==> src/rtl/clk_div_pkg.sv <==
// clk_div_pkg: shared definitions for clock-divider side monitors.
//   state_t      - monitor FSM state encoding
//   CNT_W_DEF    - default width of the high/low/period counters
//   MCNT_W       - width of the consecutive-match counter (LOCK_NUM <= 15)
//   MIN_EXP_DIV  - smallest expected divide ratio that can ever match
package clk_div_pkg;

  typedef enum logic [1:0] {
    IDLE      = 2'd0,
    WAIT_RISE = 2'd1,
    MEAS_HI   = 2'd2,
    MEAS_LO   = 2'd3
  } state_t;

  localparam int CNT_W_DEF   = 8;
  localparam int MCNT_W      = 4;
  localparam int MIN_EXP_DIV = 2;

endpackage

==> src/rtl/clk_div_mon_if.sv <==
// clk_div_mon_if: signal bundle between a divider monitor and its user.
//   master: drives en, clk_div_in, exp_div, err_clr; observes results.
//   slave : the monitor; drives hi_len, lo_len, period, meas_valid,
//           locked, stuck, err and the debug state.
// meas_valid and stuck are one-cycle strobes with no back-pressure: the
// consumer must take hi_len/lo_len/period in the cycle meas_valid is high
// (they also hold until the next measurement).
interface clk_div_mon_if #(
  parameter int CNT_W = clk_div_pkg::CNT_W_DEF
);
  import clk_div_pkg::*;

  logic             en;
  logic             clk_div_in;
  logic [CNT_W-1:0] exp_div;
  logic             err_clr;
  logic [CNT_W-1:0] hi_len;
  logic [CNT_W-1:0] lo_len;
  logic [CNT_W-1:0] period;
  logic             meas_valid;
  logic             locked;
  logic             stuck;
  logic             err;
  state_t           dbg_state;

  modport master (
    output en, clk_div_in, exp_div, err_clr,
    input  hi_len, lo_len, period, meas_valid, locked, stuck, err, dbg_state
  );

  modport slave (
    input  en, clk_div_in, exp_div, err_clr,
    output hi_len, lo_len, period, meas_valid, locked, stuck, err, dbg_state
  );

endinterface

==> src/rtl/clk_edge_det.sv <==
// clk_edge_det: registers a clk-synchronous level and reports its edges.
//   clk, rstn : source clock, synchronous active-low reset
//   d         : level to watch (already synchronous to clk)
//   rise/fall : combinational single-cycle edge indications
module clk_edge_det (
  input  logic clk,
  input  logic rstn,
  input  logic d,
  output logic rise,
  output logic fall
);

  logic prev_q;

  always_ff @(posedge clk) begin
    if (!rstn) prev_q <= 1'b0;
    else       prev_q <= d;
  end

  assign rise = d & ~prev_q;
  assign fall = ~d & prev_q;

endmodule

==> src/rtl/clk_div_mon.sv <==
// clk_div_mon: measures high time, low time and period of a divided clock
// in source-clock cycles, checks each period against exp_div, reports
// lock after LOCK_NUM consecutive matches, and flags mismatch / stuck.
//   clk, rstn : source clock, synchronous active-low reset
//   bus       : clk_div_mon_if slave modport (controls in, results out)
module clk_div_mon
  import clk_div_pkg::*;
#(
  parameter int CNT_W    = CNT_W_DEF,
  parameter int LOCK_NUM = 2
) (
  input  logic         clk,
  input  logic         rstn,
  clk_div_mon_if.slave bus
);

  // Stuck fires on the 255th edge-less cycle of a level (for CNT_W=8),
  // i.e. when the counter would reach all-ones.
  localparam logic [CNT_W-1:0]  STUCK_AT = {{(CNT_W-1){1'b1}}, 1'b0};
  localparam logic [CNT_W-1:0]  EXP_MIN  = CNT_W'(MIN_EXP_DIV);
  localparam logic [MCNT_W-1:0] LOCK_CNT = MCNT_W'(LOCK_NUM);

  logic rise, fall;

  clk_edge_det u_edge (
    .clk  (clk),
    .rstn (rstn),
    .d    (bus.clk_div_in),
    .rise (rise),
    .fall (fall)
  );

  state_t            state_q, state_d;
  logic [CNT_W-1:0]  hcnt_q, hcnt_d, lcnt_q, lcnt_d, hlat_q, hlat_d;
  logic [CNT_W-1:0]  hi_len_q, hi_len_d, lo_len_q, lo_len_d, period_q, period_d;
  logic [MCNT_W-1:0] mcnt_q, mcnt_d;
  logic              meas_valid_q, meas_valid_d, locked_q, locked_d;
  logic              stuck_q, stuck_d, err_q, err_d, err_set;

  // Match rule: full period equals exp_div (no sum overflow) and the high
  // time is either half of exp_div rounded down or rounded up.
  logic [CNT_W:0]   sum_w, exp_p1;
  logic [CNT_W-1:0] half_dn, half_up;
  logic             period_match;

  assign sum_w   = {1'b0, hlat_q} + {1'b0, lcnt_q};
  assign exp_p1  = {1'b0, bus.exp_div} + (CNT_W+1)'(1);
  assign half_dn = bus.exp_div >> 1;
  assign half_up = exp_p1[CNT_W:1];
  assign period_match = (bus.exp_div >= EXP_MIN) && !sum_w[CNT_W] &&
                        (sum_w[CNT_W-1:0] == bus.exp_div) &&
                        ((hlat_q == half_dn) || (hlat_q == half_up));

  always_comb begin
    state_d      = state_q;
    hcnt_d       = hcnt_q;
    lcnt_d       = lcnt_q;
    hlat_d       = hlat_q;
    mcnt_d       = mcnt_q;
    hi_len_d     = hi_len_q;
    lo_len_d     = lo_len_q;
    period_d     = period_q;
    meas_valid_d = 1'b0;
    stuck_d      = 1'b0;
    locked_d     = locked_q;
    err_set      = 1'b0;

    if (!bus.en) begin
      state_d  = IDLE;
      hcnt_d   = '0;
      lcnt_d   = '0;
      hlat_d   = '0;
      mcnt_d   = '0;
      locked_d = 1'b0;
    end else begin
      case (state_q)
        IDLE: state_d = WAIT_RISE;
        WAIT_RISE: begin
          if (rise) begin
            state_d = MEAS_HI;
            hcnt_d  = CNT_W'(1);
          end
        end
        MEAS_HI: begin
          if (fall) begin
            hlat_d  = hcnt_q;
            lcnt_d  = CNT_W'(1);
            state_d = MEAS_LO;
          end else if (hcnt_q == STUCK_AT) begin
            stuck_d  = 1'b1;
            err_set  = 1'b1;
            locked_d = 1'b0;
            mcnt_d   = '0;
            hcnt_d   = '0;
            state_d  = WAIT_RISE;
          end else begin
            hcnt_d = hcnt_q + CNT_W'(1);
          end
        end
        MEAS_LO: begin
          if (rise) begin
            // Rise closes the period and also opens the next one.
            hi_len_d     = hlat_q;
            lo_len_d     = lcnt_q;
            period_d     = sum_w[CNT_W-1:0];
            meas_valid_d = 1'b1;
            hcnt_d       = CNT_W'(1);
            state_d      = MEAS_HI;
            if (period_match) begin
              mcnt_d   = (mcnt_q == LOCK_CNT) ? mcnt_q : mcnt_q + MCNT_W'(1);
              locked_d = (mcnt_d == LOCK_CNT);
            end else begin
              mcnt_d   = '0;
              locked_d = 1'b0;
              err_set  = 1'b1;
            end
          end else if (lcnt_q == STUCK_AT) begin
            stuck_d  = 1'b1;
            err_set  = 1'b1;
            locked_d = 1'b0;
            mcnt_d   = '0;
            lcnt_d   = '0;
            state_d  = WAIT_RISE;
          end else begin
            lcnt_d = lcnt_q + CNT_W'(1);
          end
        end
        default: state_d = IDLE;
      endcase
    end

    // A new error in the same cycle as err_clr wins.
    err_d = bus.en & (err_set | (err_q & ~bus.err_clr));
  end

  always_ff @(posedge clk) begin
    if (!rstn) begin
      state_q      <= IDLE;
      hcnt_q       <= '0;
      lcnt_q       <= '0;
      hlat_q       <= '0;
      mcnt_q       <= '0;
      hi_len_q     <= '0;
      lo_len_q     <= '0;
      period_q     <= '0;
      meas_valid_q <= 1'b0;
      locked_q     <= 1'b0;
      stuck_q      <= 1'b0;
      err_q        <= 1'b0;
    end else begin
      state_q      <= state_d;
      hcnt_q       <= hcnt_d;
      lcnt_q       <= lcnt_d;
      hlat_q       <= hlat_d;
      mcnt_q       <= mcnt_d;
      hi_len_q     <= hi_len_d;
      lo_len_q     <= lo_len_d;
      period_q     <= period_d;
      meas_valid_q <= meas_valid_d;
      locked_q     <= locked_d;
      stuck_q      <= stuck_d;
      err_q        <= err_d;
    end
  end

  assign bus.hi_len     = hi_len_q;
  assign bus.lo_len     = lo_len_q;
  assign bus.period     = period_q;
  assign bus.meas_valid = meas_valid_q;
  assign bus.locked     = locked_q;
  assign bus.stuck      = stuck_q;
  assign bus.err        = err_q;
  assign bus.dbg_state  = state_q;

endmodule
==> src/flat_wrapper.sv <==
// flat-port wrapper written by rule: the top's interface ports become plain ports
module clk_div_mon_flat import clk_div_pkg::*;
#(
  parameter int CNT_W    = CNT_W_DEF,
  parameter int LOCK_NUM = 2
)
  (clk, rstn, bus_en, bus_clk_div_in, bus_exp_div, bus_err_clr, bus_hi_len, bus_lo_len, bus_period, bus_meas_valid, bus_locked, bus_stuck, bus_err, bus_dbg_state);
  clk_div_mon_if #(.CNT_W(CNT_W)) bus_i ();
  input  logic clk;
  input  logic rstn;
  input wire logic [$bits(bus_i.en)-1:0] bus_en;
  input wire logic [$bits(bus_i.clk_div_in)-1:0] bus_clk_div_in;
  input wire logic [$bits(bus_i.exp_div)-1:0] bus_exp_div;
  input wire logic [$bits(bus_i.err_clr)-1:0] bus_err_clr;
  output wire logic [$bits(bus_i.hi_len)-1:0] bus_hi_len;
  output wire logic [$bits(bus_i.lo_len)-1:0] bus_lo_len;
  output wire logic [$bits(bus_i.period)-1:0] bus_period;
  output wire logic [$bits(bus_i.meas_valid)-1:0] bus_meas_valid;
  output wire logic [$bits(bus_i.locked)-1:0] bus_locked;
  output wire logic [$bits(bus_i.stuck)-1:0] bus_stuck;
  output wire logic [$bits(bus_i.err)-1:0] bus_err;
  output wire logic [$bits(bus_i.dbg_state)-1:0] bus_dbg_state;
  assign bus_i.en = bus_en;
  assign bus_i.clk_div_in = bus_clk_div_in;
  assign bus_i.exp_div = bus_exp_div;
  assign bus_i.err_clr = bus_err_clr;
  assign bus_hi_len = bus_i.hi_len;
  assign bus_lo_len = bus_i.lo_len;
  assign bus_period = bus_i.period;
  assign bus_meas_valid = bus_i.meas_valid;
  assign bus_locked = bus_i.locked;
  assign bus_stuck = bus_i.stuck;
  assign bus_err = bus_i.err;
  assign bus_dbg_state = bus_i.dbg_state;
  clk_div_mon #(.CNT_W(CNT_W), .LOCK_NUM(LOCK_NUM)) u_core (.clk(clk), .rstn(rstn), .bus(bus_i));
endmodule
==> config.mk <==
export PLATFORM = sky130hd
export DESIGN_NAME = clk_div_mon_flat
export DESIGN_NICKNAME = d
export VERILOG_FILES = /design/src/rtl/clk_div_pkg.sv /design/src/rtl/clk_div_mon_if.sv /design/src/rtl/clk_edge_det.sv /design/src/rtl/clk_div_mon.sv /design/src/flat_wrapper.sv
export SDC_FILE = /design/constraint.sdc
export NUM_CORES = 1
export LEC_CHECK = 0
export ABC_CLOCK_PERIOD_IN_PS = 7800
export CORE_UTILIZATION = 63
export CTS_BUF_LIST = sky130_fd_sc_hd__clkbuf_4
export DETAILED_ROUTE_END_ITERATION = 10
export PLACE_DENSITY = 0.89
export SYNTH_ARGS = -nofsm -noshare
export SYNTH_HDL_FRONTEND = slang
export SYNTH_HIERARCHICAL = 1
export SYNTH_SLANG_ARGS = --single-unit
==> constraint.sdc <==
create_clock -name clk -period 7.8 [get_ports clk]
set_input_delay 0.78 -clock clk [delete_from_list [all_inputs] [get_ports clk]]
set_output_delay 0.78 -clock clk [all_outputs]
set_load 0.02 [all_outputs]
Word-level counts from Yosys, hierarchy flattened
Index checks and enable logic that the tools add are counted.

Input bits: 13. Memories: 0. Word-level logic and storage cells: 99. Bits in latches: 0. Bits in writable memories: 0. Bits in registers: 59. ROM bits: 0.

Eq/ne operators: 18. Shift operators: 0. Order comparisons: 1. Reduce and logical (&&, ||, !) cells: 17. Bitwise gates (word level): 8. Divide/modulo/power cells: 0. Multiply operators: 0. Add/sub/neg operators: 5. Mux-type cells: 37.

Operators with widths (number): 2-to-1 mux 8 bit (6); one-hot mux 8 bit (2 select lines) (2); 2-to-1 mux 4 bit (6); adder 8 x 1 -> 8 bit (second input constant) (2); == test 8 bit (2); == test 8 bit (second input constant) (2); AND reduction 3 bit (5); 2-to-1 mux 1 bit (13); 2-to-1 mux 2 bit (5); adder 8 x 1 -> 9 bit (second input constant) (1); adder 8 x 8 -> 9 bit (1); == test 4 x 2 -> 1 bit (second input constant) (2); == test 8 x 7 -> 1 bit (1); greater-or-equal comparator 8 x 2 -> 1 bit (second input constant) (1); inequality test 2 x 1 -> 1 bit (second input constant) (4); one-hot mux 2 bit (4 select lines) (1); one-hot mux 4 bit (2 select lines) (1); inequality test 3 x 1 -> 1 bit (second input constant) (2); one-hot mux 1 bit (2 select lines) (3); adder 4 x 1 -> 4 bit (second input constant) (1); AND 1 bit (4); == test 2 bit (second input constant) (2); inequality test 2 bit (second input constant) (2); AND reduction 2 bit (2); other kinds (10) (15).

Depth between registers and ports, before layout
Depth after elaboration: 11. Gate-level depth with buffers: 10.

Hierarchy
The synthesis kept the hierarchy.

By module, submodules not included: clk_div_mon (area an instance 3579.7 um^2, cells an instance 432, seq. area each 1161.1 um^2, times used 1); clk_edge_det (area an instance 38.8 um^2, cells an instance 4, seq. area each 20.0 um^2, times used 1).

Worst setup path before layout
No wires, ideal clock.

Path type: register to register. Start point: reg u_core.lcnt_q[0]. End point: reg u_core.mcnt_q[2]. Arrival time: 2.500 ns. Stages on the path, launching flop included: 10. Data required time: 7.704 ns. Slack: 5.204 ns. Setup time: 0.096 ns. Path through: dfxtp_1 -> ha_1 -> fa_1 -> a211oi_2 -> o21bai_1 -> mux2_2 -> o2111ai_1 -> nor4_4 -> o2111ai_2 -> o41ai_2.

Word-level cells in the longest chain between the ends: 8. Elaborated cells on any way between the ends: 12. Those cells by class: 1 x add/sub; 3 x eq/ne; 3 x mux; 5 x reduce/logical.

RTL lines: from (decl) (line clk_div_mon.sv:34) `logic [CNT_W-1:0] hcnt_q, hcnt_d, lcnt_q, lcnt_d, hlat_q, hlat_d;`; from (signal assigned) (line clk_div_mon.sv:153) `lcnt_q <= lcnt_d;`; branches (longest 8 deep; another with adder 8 x 8 -> 9 bit); to (signal assigned) (line clk_div_mon.sv:155) `mcnt_q <= mcnt_d;`; to (decl) (line clk_div_mon.sv:36) `logic [MCNT_W-1:0] mcnt_q, mcnt_d;`.

Several ways; the timed one is not identified. A chain may end at the register's enable or synchronous reset.

Final worst setup path
Start point: reg u_core.hlat_q[0]. End point: reg u_core.mcnt_q[2].

Word-level cells in the longest chain between the ends: 8. Elaborated cells on any way between the ends: 12. Those cells by class: 1 x add/sub; 3 x eq/ne; 3 x mux; 5 x reduce/logical.

RTL lines: from (decl) (line clk_div_mon.sv:34); from (signal assigned) (line clk_div_mon.sv:154) `hlat_q <= hlat_d;`; branches (longest 4 deep; another with adder 8 x 8 -> 9 bit); logical AND 1 bit * (line clk_div_mon.sv:51) `(sum_w[CNT_W-1:0] == bus.exp_div) &&`; 2-to-1 mux 4 bit * (line clk_div_mon.sv:109) `if (period_match) begin`; 2-to-1 mux 4 bit * (line clk_div_mon.sv:101) `if (rise) begin`; one-hot mux 4 bit (2 select lines) * (line clk_div_mon.sv:76) `case (state_q)`.

Mark *: on every way between the ends.

==> flow_metrics.py <==
metrics = {
    "clocking": {
        "cts_buffer_depth": 2,
        "cts.sinks": 59,
        "cts_tree": "built",
        "cts_root_buffer": "clkbuf_4",
        "ctsHoldBuffers": 0,
        "ctsResizeCount": 0,
        "cts_buffers": 9,
        "worst_skew_pair.late_latency_ns": 0.43,
        "cts_setup_buffers": 0,
        "htree_levels": 3,
        "path_clk_slew_ns": 0.11,
    },
    "logic_synthesis": {
        "yosysMostFrequentCell": "nand2_1",
        "synthDistinctLibCells": 70,
        "synth-xor-area-share_pct": 7.64,
        "netlist.area_leader.share_pct": 32.6,
        "synth_top_flop_cell": "dfxtp_1",
        "synthAdderAreaFrac_pct": 6.09,
        "yosysWarnings": 6,
        "synthSimpleGateAreaFrac_pct": 25.6,
        "synthArstFlopShare_pct": 0,
        "netlist_area_sq_mm": 0.00362,
        "syn_area_per_cell_sq_um": 8.30,
        "synth_common_cells": "nand2_1 (62), dfxtp_1 (59), nor2_1 (41), a21boi_0 (19), a21oi_1 (19)",
        "ys_ff_latch": 59,
        "ys_top_cells_by_area": "dfxtp_1 (33%), nand2_1 (6.4%), ha_1 (5.5%)",
        "synth_top_family_by_area": "simple AND/OR/NAND/NOR gates",
        "synth_compound_area_share_pct": 19.5,
        "synth_area_leader_cell": "dfxtp_1",
        "synth-edff-count": 0,
        "ys_seq_area_share_pct": 32.6,
        "synthCells": 436,
        "syn_nets": 466,
        "synthMuxAreaShare_pct": 2.80,
    },
    "pwr": {
        "power_frac_clock_pct": 42.3,
        "p_sw_mw": 0.150,
        "switching_share_pct": 25.0,
        "p_seq_share_pct": 50.7,
        "peakVddDrop_mv": 0.0970,
        "power_leakage_nw": 1.56,
        "comb_power_share_pct": 7.0,
        "power_density_mw_per_mm2": 144,
        "p_int_mw": 0.450,
    },
    "flow_run": {
        "drv_cap": 0,
    },
    "sta": {
        "max_slew.worst_pin.slew_ns": 0.963,
        "rsz0062_at_grt": "no",
        "setup_ws_ns": 4.79,
        "fin_worst_skew_ns": 0.0146,
        "whs_ns": 0.471,
        "layout_min_cycle_time_ns": 3.01,
        "timing.fmax_mhz": 333,
        "max-slew-margin-rel_pct": 35.6,
        "finalSetupViolations": 0,
        "post-route-period-util_pct": 38.6,
        "totalNegativeSetupSlack_ns": 0,
        "final-hold-violation-count": 0,
        "report.final.slew_viol_count": 0,
    },
    "grt": {
        "grt_max_degree": 28,
        "grt_usage_pct": 30.1,
        "overflow": 0,
        "grt_pass1_wl_mm": 14.1,
        "grt_pass1_vias": 3058,
        "antenna_found_initial": 0,
    },
    "routing": {
        "totalWireLength_mm": 8.47,
        "drc": 0,
        "vias": 3280,
        "drt_pass1_iterations": 5,
        "antenna_left": 0,
        "drt_iter0_drc": 344,
        "wl_per_cell_microns": 15.6,
        "vias_per_cell": 6.03,
    },
    "floorplan": {
        "core_sq_mm": 0.00551,
        "fp.dieArea_sq_mm": 0.00605,
        "die_w_microns": 77.8,
        "fp.dieH_microns": 77.8,
        "row_count": 27,
        "pin_count": 43,
        "start_util_pct": 65.7,
    },
    "hold_path": {
        "min_path_type": "register to register",
    },
    "worst_setup_path": {
        "max_stage_delay_ns": 0.45,
        "path_max_fanout": 5,
        "end_kind": "register",
        "worstSetupPathType": "register to register",
        "slowest_stage": "fa_1",
        "crit_chain": "ha_1 -> fa_1 -> a211oi_2 -> o21bai_1 -> mux2_2 -> o2111ai_1 -> nor4_4 -> o2111ai_2 -> o41ai_2",
        "worstSetupStartpointType": "register",
        "cp.arrival_ns": 3.35,
        "cp.required_ns": 8.14,
    },
    "finish": {
        "drive_gt1_share_pct": 6.36,
        "areaGrowthSynthToFinish_pct": 14.7,
        "final_cells": 544,
        "layout.nets": 497,
        "antenna_cells": 0,
    },
    "placed_design": {
        "placed_cells": 528,
        "hpwlAfterDp_mm": 6.19,
        "numPortBuffers": 42,
        "pre_cts_slack_ns": 4.53,
        "gp_congestion": 0.884,
    },
    "outcome": {
        "outcome": "completed",
    },
}
cell type report:
type,count,area (sq um)
Clock buffer,9,67.6
Clock inverter,7,91.3
Fill cell,427,1360
Inverter,16,60.1
Multi-Input combinational cell,338,2230
Sequential cell,59,1180
Tap cell,72,90.1
Timing Repair Buffer,43,428
worst max-delay path: cells and delay by family, from the launching register on:
family	cells	cell delay, ns
compound gates	5	1.18
fa+ha+maj	2	0.70
flops	1	0.40
mux	1	0.25
simple gates	1	0.39
power groups by stage:
stage               registers [mW]  logic (mW)  clock network [mW]
finish                       0.304      0.0418               0.254
global placement             0.311      0.0403                   0
CTS                          0.304      0.0413               0.257
global route                 0.304      0.0455               0.269
detailed placement           0.311      0.0411                   0
floorplan                    0.310      0.0282                   0
per-layer routing:
metal | GRT usage (%) | vias to the layer above | wire, microns
li1 | - | 1616 | -
met1 | 37.1 | 1520 | 3750
met2 | 48.7 | 126 | 4050
met3 | 5.06 | 18 | 440
met4 | 18.5 | 0 | 231
met5 | 0 | - | 0
kinds of logic after synthesis:
family	Yosys count
AND/OR/NAND/NOR	182
AO/OA/AOI/OAI	99
flip-flops	59
buffers and inverters	39
XOR/XNOR	30
adder cells (fa/ha/maj)	17
multiplexers	10
cell usage in the layout, fill, tap and decap left out, types with 16 or more instances in the layout:
cell             synthesis  final
clkdlybuf4s50_1          0     42
nor2_1                  41     41
ha_1                    16     16
dfxtp_1                 59     59
a21boi_0                19     19
o21ai_0                 16     16
xor2_1                  18     18
a21oi_1                 19     19
nand2_1                 62     62
inv_1                   16     16
stage by stage:
step	utilization, %	total power [mW]	instance area, sq um
floorplan	-	0.338	3620
global placement	72.5	0.351	3990
detailed placement	72.5	0.352	3990
CTS	75.4	0.602	4150
global route	75.4	0.618	4150
finish	75.4	0.599	4150
registers in the layout (all words and copies together), names as in the netlist:
register               cells
u_core/lcnt_q              8
u_core/bus.period          8
u_core/bus.dbg_state       2
u_core/bus.meas_valid      1
u_core/hcnt_q              8
u_core/bus.locked          1
u_core/bus.err             1
u_core/bus.stuck           1
u_core/hlat_q              8
u_core/bus.hi_len          8
u_core/u_edge/prev_q       1
u_core/mcnt_q              4
u_core/bus.lo_len          8
worst paths after layout:
path                                                   startpoint                                 to  slack [ns]  cells after the start
worst max register to register      u_core/hlat_q[0]$_SDFFE_PN0P_      u_core/mcnt_q[2]$_SDFFE_PN0P_        4.79                      9
worst max-delay path                u_core/hlat_q[0]$_SDFFE_PN0P_      u_core/mcnt_q[2]$_SDFFE_PN0P_        4.79                      9
worst min register to register  u_core/bus.period[3]$_SDFFE_PN0P_  u_core/bus.period[3]$_SDFFE_PN0P_        0.47                      2
worst min-delay path            u_core/bus.period[3]$_SDFFE_PN0P_  u_core/bus.period[3]$_SDFFE_PN0P_        0.47                      2
(Power assumes the default switching activity.)
